[src/rtl/rom_verilog.sv]
// Read-only program memory holding (operator, operand) pairs for the puzzle solvers.
// Registered outputs give one cycle of read latency; unpopulated addresses read as HALT.
module rom_verilog #(
    parameter int DATA_WIDTH = 16,
    parameter int ADDR_WIDTH = 16,
    parameter int PROG_LEN   = 11
) (
    input  logic                  clk,
    input  logic                  reset,
    input  logic [ADDR_WIDTH-1:0] addr,
    output logic [DATA_WIDTH-1:0] read_operator,
    output logic [DATA_WIDTH-1:0] read_operand
);

    localparam logic [DATA_WIDTH-1:0] OP_HALT  = DATA_WIDTH'(16'h0000);
    localparam logic [DATA_WIDTH-1:0] OP_LEFT  = DATA_WIDTH'(16'h0001);
    localparam logic [DATA_WIDTH-1:0] OP_RIGHT = DATA_WIDTH'(16'h0002);

    logic                  in_range;
    logic [DATA_WIDTH-1:0] rom_operator;
    logic [DATA_WIDTH-1:0] rom_operand;

    // The whole address is decoded, so high addresses never alias onto the program.
    assign in_range = (int'(addr) < PROG_LEN);

    always_comb begin
        rom_operator = OP_HALT;
        rom_operand  = '0;
        if (in_range) begin
            case (addr)
                ADDR_WIDTH'(0):  begin rom_operator = OP_LEFT;  rom_operand = DATA_WIDTH'(16'h0044); end
                ADDR_WIDTH'(1):  begin rom_operator = OP_LEFT;  rom_operand = DATA_WIDTH'(16'h001E); end
                ADDR_WIDTH'(2):  begin rom_operator = OP_RIGHT; rom_operand = DATA_WIDTH'(16'h0030); end
                ADDR_WIDTH'(3):  begin rom_operator = OP_LEFT;  rom_operand = DATA_WIDTH'(16'h0005); end
                ADDR_WIDTH'(4):  begin rom_operator = OP_RIGHT; rom_operand = DATA_WIDTH'(16'h003C); end
                ADDR_WIDTH'(5):  begin rom_operator = OP_LEFT;  rom_operand = DATA_WIDTH'(16'h0037); end
                ADDR_WIDTH'(6):  begin rom_operator = OP_LEFT;  rom_operand = DATA_WIDTH'(16'h0001); end
                ADDR_WIDTH'(7):  begin rom_operator = OP_LEFT;  rom_operand = DATA_WIDTH'(16'h0063); end
                ADDR_WIDTH'(8):  begin rom_operator = OP_RIGHT; rom_operand = DATA_WIDTH'(16'h000E); end
                ADDR_WIDTH'(9):  begin rom_operator = OP_LEFT;  rom_operand = DATA_WIDTH'(16'h0052); end
                ADDR_WIDTH'(10): begin rom_operator = OP_HALT;  rom_operand = DATA_WIDTH'(16'h0000); end
                default:         begin rom_operator = OP_HALT;  rom_operand = '0; end
            endcase
        end
    end

    always_ff @(posedge clk or posedge reset) begin
        if (reset) begin
            read_operator <= '0;
            read_operand  <= '0;
        end else begin
            read_operator <= rom_operator;
            read_operand  <= rom_operand;
        end
    end

endmodule

[config.mk]
export PLATFORM = sky130hd
export DESIGN_NAME = rom_verilog
export DESIGN_NICKNAME = d
export VERILOG_FILES = /design/src/rtl/rom_verilog.sv
export SDC_FILE = /design/constraint.sdc
export NUM_CORES = 1
export LEC_CHECK = 0
export ABC_AREA = 1
export ABC_CLOCK_PERIOD_IN_PS = 800
export BUFFER_PORTS_ARGS = -buffer_cell sky130_fd_sc_hd__buf_2
export CORE_MARGIN = 4
export CORE_UTILIZATION = 37
export DETAILED_ROUTE_END_ITERATION = 10
export PLACE_DENSITY = 0.76
export SKIP_CTS_REPAIR_TIMING = 1
export SYNTH_ARGS = -nofsm -noshare
export SYNTH_HDL_FRONTEND = slang
export SYNTH_SLANG_ARGS = --single-unit
[constraint.sdc]
create_clock -name clk -period 0.8 [get_ports clk]
set_input_delay 0.16 -clock clk [delete_from_list [all_inputs] [get_ports clk]]
set_output_delay 0.16 -clock clk [all_outputs]
set_load 0.02 [all_outputs]
==> metrics.cfg, run 1 <==
[layout]
multi_input_area_sq_um=452
layout.nets=160
drive_gt1_share_pct=37.0
syn2layout_area_growth_pct=29.4
regArea_sq_um=225
instances_no_fill=162
fillerInstances=194
diodes=0

[synth]
yosysSeqAreaShare_pct=29.1
synth.top_cells.by_area=dfrtp_1, buf_4, nand2_1
syn_area_per_cell_sq_um=7.51
synth-compound-area-share_pct=2.59
synth_top_cell_by_area=dfrtp_1
synth-xor-area-share_pct=0
ys_ff_latch=9
ys_warn_count=0
synthAdderAreaFrac_pct=9.71
yosysUniqueCellTypes=17
netlist.area_leader.share_pct=29.1
synth.area.mux_share_pct=0
syn_area_sq_um=773
yosys.area_share.simple_pct=31.4
synth_top_family_by_area=simple AND/OR/NAND/NOR gates
synthCells=103

[die]
initial_core_util_pct=39.0
dieHeight_um=53.7
core_sq_um=1980
dieArea_sq_um=2890
die_x_um=53.7
rows=16
ioPinCount=50

[setup_path]
cp-start-kind=flip-flop
path_delay_family=flip-flops
path_buf_inv=1
crit_chain=buf_6
crit_path_top_delay_cell=dfrtp_1
crit_required_ns=0.64
cp_max_fo=1
path_depth=1
end_kind=output pin
crit_arrival_ns=0.76
path_class=flip-flop to output pin
critical_path.max_stage_delay_ns=0.38

[route]
vias=630
dr.pass1.iters=4
antenna_left=0
wirelength_um=1370
post_drt_wl_per_cell_um=8.45
drc=0
drtIter0Drc=2
viasPerCell=3.89

[hold_path]
hp-start=addr[15]
hold_path_class=input port to flip-flop
hold_depth=6
min_to=read_operand[0]$_DFF_PP0_

[global_route]
grt.overflow.total=0
use_met1_pct=10.1
grt_use_total_pct=8.81
antenna_found_initial=0
met3_usage_pct=0.831
grt_max_degree=10
grt_pass1_vias=517
met2_usage_pct=15.1
top_usage_layer=met2
grt_pass1_wl_um=1910

[power_and_ir_drop]
power_mw=1.09
p_per_area_nw_per_um2=1090
power_leakage_nw=0.573
peakVddDrop_uv=368

[timing]
finalSetupTns_ns=-0.969
timing.final.ws_setup_ns=-0.118
slew_violations=0
max_freq_mhz=1090
setup-violations-final=9
finalHoldWorstSlack_ns=0.284
final.min_clock_period_ns=0.918
rsz0062_at_grt=true
hold_viol=0
fin_crit_sh_pct=115

[clocking]
cts_max_path_buffers=2
cts.sinks=9
cts_root_buf=clkbuf_4
path_clk_slew_ns=0.05
numCtsBuffers=3
cts_tree=done
cts_htree_levels=1

[placement]
port_buffers=26
placed_cells=157
dpl.hpwl_um=1160
gp_congestion=0.735

[run_status]
status=finished with violations
violations=negative setup slack

[flow_run]
drv_cap=0

area by class of cell:
class	instances	area share, %
timing repair buffer	30	23.6
inverter	6	2.75
clock buffer	4	2.63
multi-input combinational	86	45.1
tap	27	3.38
sequential	9	22.5
through the flow:
| step | util, % | worst slack, ns | cell area (sq um) |
|---|---|---|---|
| after floorplan | - | -0.0196 | 881 |
| after global routing | 50.5 | -0.142 | 1000 |
| after global placement | 45.2 | -0.226 | 896 |
| after detailed placement | 45.2 | -0.242 | 896 |
| after CTS | 46.5 | -0.134 | 922 |
| final | 50.5 | -0.118 | 1000 |
cells by family after synthesis:
| family | after synthesis |
|---|---|
| compound gates | 4 |
| fa+ha+maj | 6 |
| buf+inv | 30 |
| flops | 9 |
| other cells | 1 |
| simple gates | 53 |
flip-flops by register name, summed over array words and instances, names as in the netlist:
signal / flops
read_operand: 7
read_operator: 2
worst max path at each step:
stage	from	endpoint	slack, ns
after floorplan	addr[0]	read_operand[1]$_DFF_PP0_	-0.02
after global placement	addr[0]	read_operand[1]$_DFF_PP0_	-0.23
after detailed placement	addr[1]	read_operand[1]$_DFF_PP0_	-0.24
after CTS	read_operand[3]$_DFF_PP0_	read_operand[3]	-0.13
after global routing	read_operand[6]$_DFF_PP0_	read_operand[6]	-0.14
final	read_operand[3]$_DFF_PP0_	read_operand[3]	-0.12
layout by cell type, fill, tap and decap left out:
cell	n
nand2_1	28
conb_1	23
buf_2	15
nor2_1	10
nor2_2	9
buf_6	9
dfrtp_1	9
ha_1	4
buf_4	4
clkbuf_4	3
inv_4	2
inv_2	2
o21ai_1	2
inv_1	2
nand3_1	2
ha_4	2
nand2_2	1
nor2_4	1
nand2_4	1
a21oi_1	1
o21ai_0	1
nand3b_1	1
clkbuf_1	1
dlygate4sd3_1	1
buf_12	1
synth_stat cells:
cell type   n
conb_1      1
o21ai_1     1
nor2_1     10
inv_1       4
dfrtp_1     9
nor2_2      9
buf_4      23
o21ai_0     2
nand3_1     2
buf_6       1
ha_1        6
a21oi_1     1
nand2_1    29
nand3b_1    1
nand2_4     1
nor2_4      1
inv_2       2
metal layers:
| metal | vias up | part of all wire (%) |
|---|---|---|
| li1 | 331 | - |
| met1 | 264 | 36 |
| met2 | 35 | 52 |
| met3 | 0 | 12 |
| met4 | 0 | 0 |
| met5 | - | 0 |
power breakdown:
part           switching [mW]  internal, mW
clock                   0.131         0.190
combinational           0.215         0.101
sequential          0.0000210         0.456
total                   0.346         0.747
Note: power is estimated with default switching activity, not from simulation.
==> inputs of run 2 (changes only) <==
--- a/config.mk
+++ b/config.mk
@@ -8,6 +8,7 @@
 export ABC_AREA = 1
 export ABC_CLOCK_PERIOD_IN_PS = 800
 export BUFFER_PORTS_ARGS = -buffer_cell sky130_fd_sc_hd__buf_2
+export CORE_ASPECT_RATIO = 0.8
 export CORE_MARGIN = 4
 export CORE_UTILIZATION = 37
 export DETAILED_ROUTE_END_ITERATION = 10
==> run 2 against run 1 <==
Compared with the run above:
- the run still ends with negative setup slack left
- critical path depth is the same
- cell count shrank 2.5%
- sequential cell count did not move
- maximum frequency decreased by 0.28%
- routed wire length down 1.9%
- core utilization about the same
- total power decreased by 0.86%
- die area is 0.16% higher
- hold slack got worse by 0.038 ns
- cell area shrank 2.7%
- largest cell class unchanged
- highest routed layer is now met4
==> metrics.cfg, run 2 (synthesis gave the netlist of run 1 again) <==
[timing]
final.min_clock_period_ns=0.920
finalSetupTns_ns=-1.00
hold_viol=0
slew_violations=0
setup-violations-final=9
fin_crit_sh_pct=115
rsz0062_at_grt=true
max_freq_mhz=1090
timing.final.ws_setup_ns=-0.120

[setup_path]
end_kind=output pin
crit_arrival_ns=0.76
path_class=flip-flop to output pin
path_delay_family=flip-flops
crit_path_top_delay_cell=dfrtp_1
crit_required_ns=0.64
cp-start-kind=flip-flop
critical_path.max_stage_delay_ns=0.38
crit_chain=buf_6
path_buf_inv=1
cp_max_fo=1

[clocking]
path_clk_slew_ns=0.05
cts_max_path_buffers=2
cts_tree=done
cts_htree_levels=1
cts_root_buf=clkbuf_4
numCtsBuffers=3
cts.sinks=9

[global_route]
grt_use_total_pct=9.48
grt.overflow.total=0
grt_pass1_wl_um=2140
grt_max_degree=10
antenna_found_initial=0
grt_pass1_vias=541

[layout]
final_cell_mix=nand2_1, conb_1, buf_2
diodes=0
regArea_sq_um=225
fillerInstances=187
multi_input_area_sq_um=455
layout.nets=159
largest_reg_flops=7
layout_commonest_cell=nand2_1
reg_top3=read_operand x7, read_operator x2
fin_area_sq_um=973
instances_no_fill=158
syn2layout_area_growth_pct=25.9
drive_gt1_share_pct=37.3
regMostFlops=read_operand

[die]
dieArea_sq_um=2890
initial_core_util_pct=40.1
dieHeight_um=48.9
core_sq_um=1930
ioPinCount=50
rows=14
die_x_um=59.1

[route]
post_drt_wl_per_cell_um=8.50
antenna_left=0
dr.pass1.iters=4
wirelength_um=1340
drtIter0Drc=10
vias=620
viasPerCell=3.92
drc=0

[placement]
placed_cells=153
gp_congestion=0.741
port_buffers=26
dpl.hpwl_um=1190
dpl_cell_area_sq_um=872

[run_status]
violations=negative setup slack
status=finished with violations

[power_and_ir_drop]
peakVddDrop_uv=497
power_leakage_nw=0.563
p_per_area_nw_per_um2=1110

[flow_run]
drv_cap=0

[hold_path]
hold_path_class=input port to flip-flop

-- run 2: cell count changes in the layout (fill, tap and decap cells not counted), sizes merged --
cell,change
buf,-1
-- run 2: metrics by stage --
stage / setup slack [ns] / hold slack, ns / power, mW / util [%]
final: -0.120 / 0.246 / 1.08 / 50.5
after global routing: -0.152 / 0.284 / 1.15 / 50.5
after CTS: -0.145 / -0.158 / 1.09 / 46.6
after detailed placement: -0.237 / 0.120 / 0.755 / 45.3
after global placement: -0.228 / 0.116 / 0.751 / 45.3
after floorplan: -0.0196 / -0.0121 / 0.767 / -
-- run 2: layout make-up --
class	instances	share of cell area, %
Tap cell	24	3.08
Clock buffer	4	2.70
Sequential cell	9	23.1
Inverter	6	2.31
Timing Repair Buffer	29	22.0
Multi-Input combinational cell	86	46.8
-- run 2: final timing paths --
path                                            from  slack (ns)                          to  depth (start not counted)
setup / recovery           read_operand[6]$_DFF_PP0_       -0.12             read_operand[6]                          1
hold / removal                               addr[3]        0.25   read_operand[5]$_DFF_PP0_                          4
max in group asynchronous                      reset        0.17  read_operator[1]$_DFF_PP0_                          3
min in group asynchronous                      reset        0.40   read_operand[0]$_DFF_PP0_                          3
-- run 2: per-layer routing --
layer / vias to the layer above / track usage, % / routed length [um]
li1: 325 / - / -
met1: 253 / 11.4 / 508
met2: 37 / 14.7 / 629
met3: 5 / 1.85 / 167
met4: 0 / 6.79 / 38
met5: - / 0 / 0
-- run 2: where the power goes --
| part | switching (mW) | total, mW | internal, mW |
|---|---|---|---|
| Clock | 0.134 | 0.324 | 0.191 |
| Sequential | 0.0000211 | 0.456 | 0.456 |
| Combinational | 0.212 | 0.304 | 0.0914 |
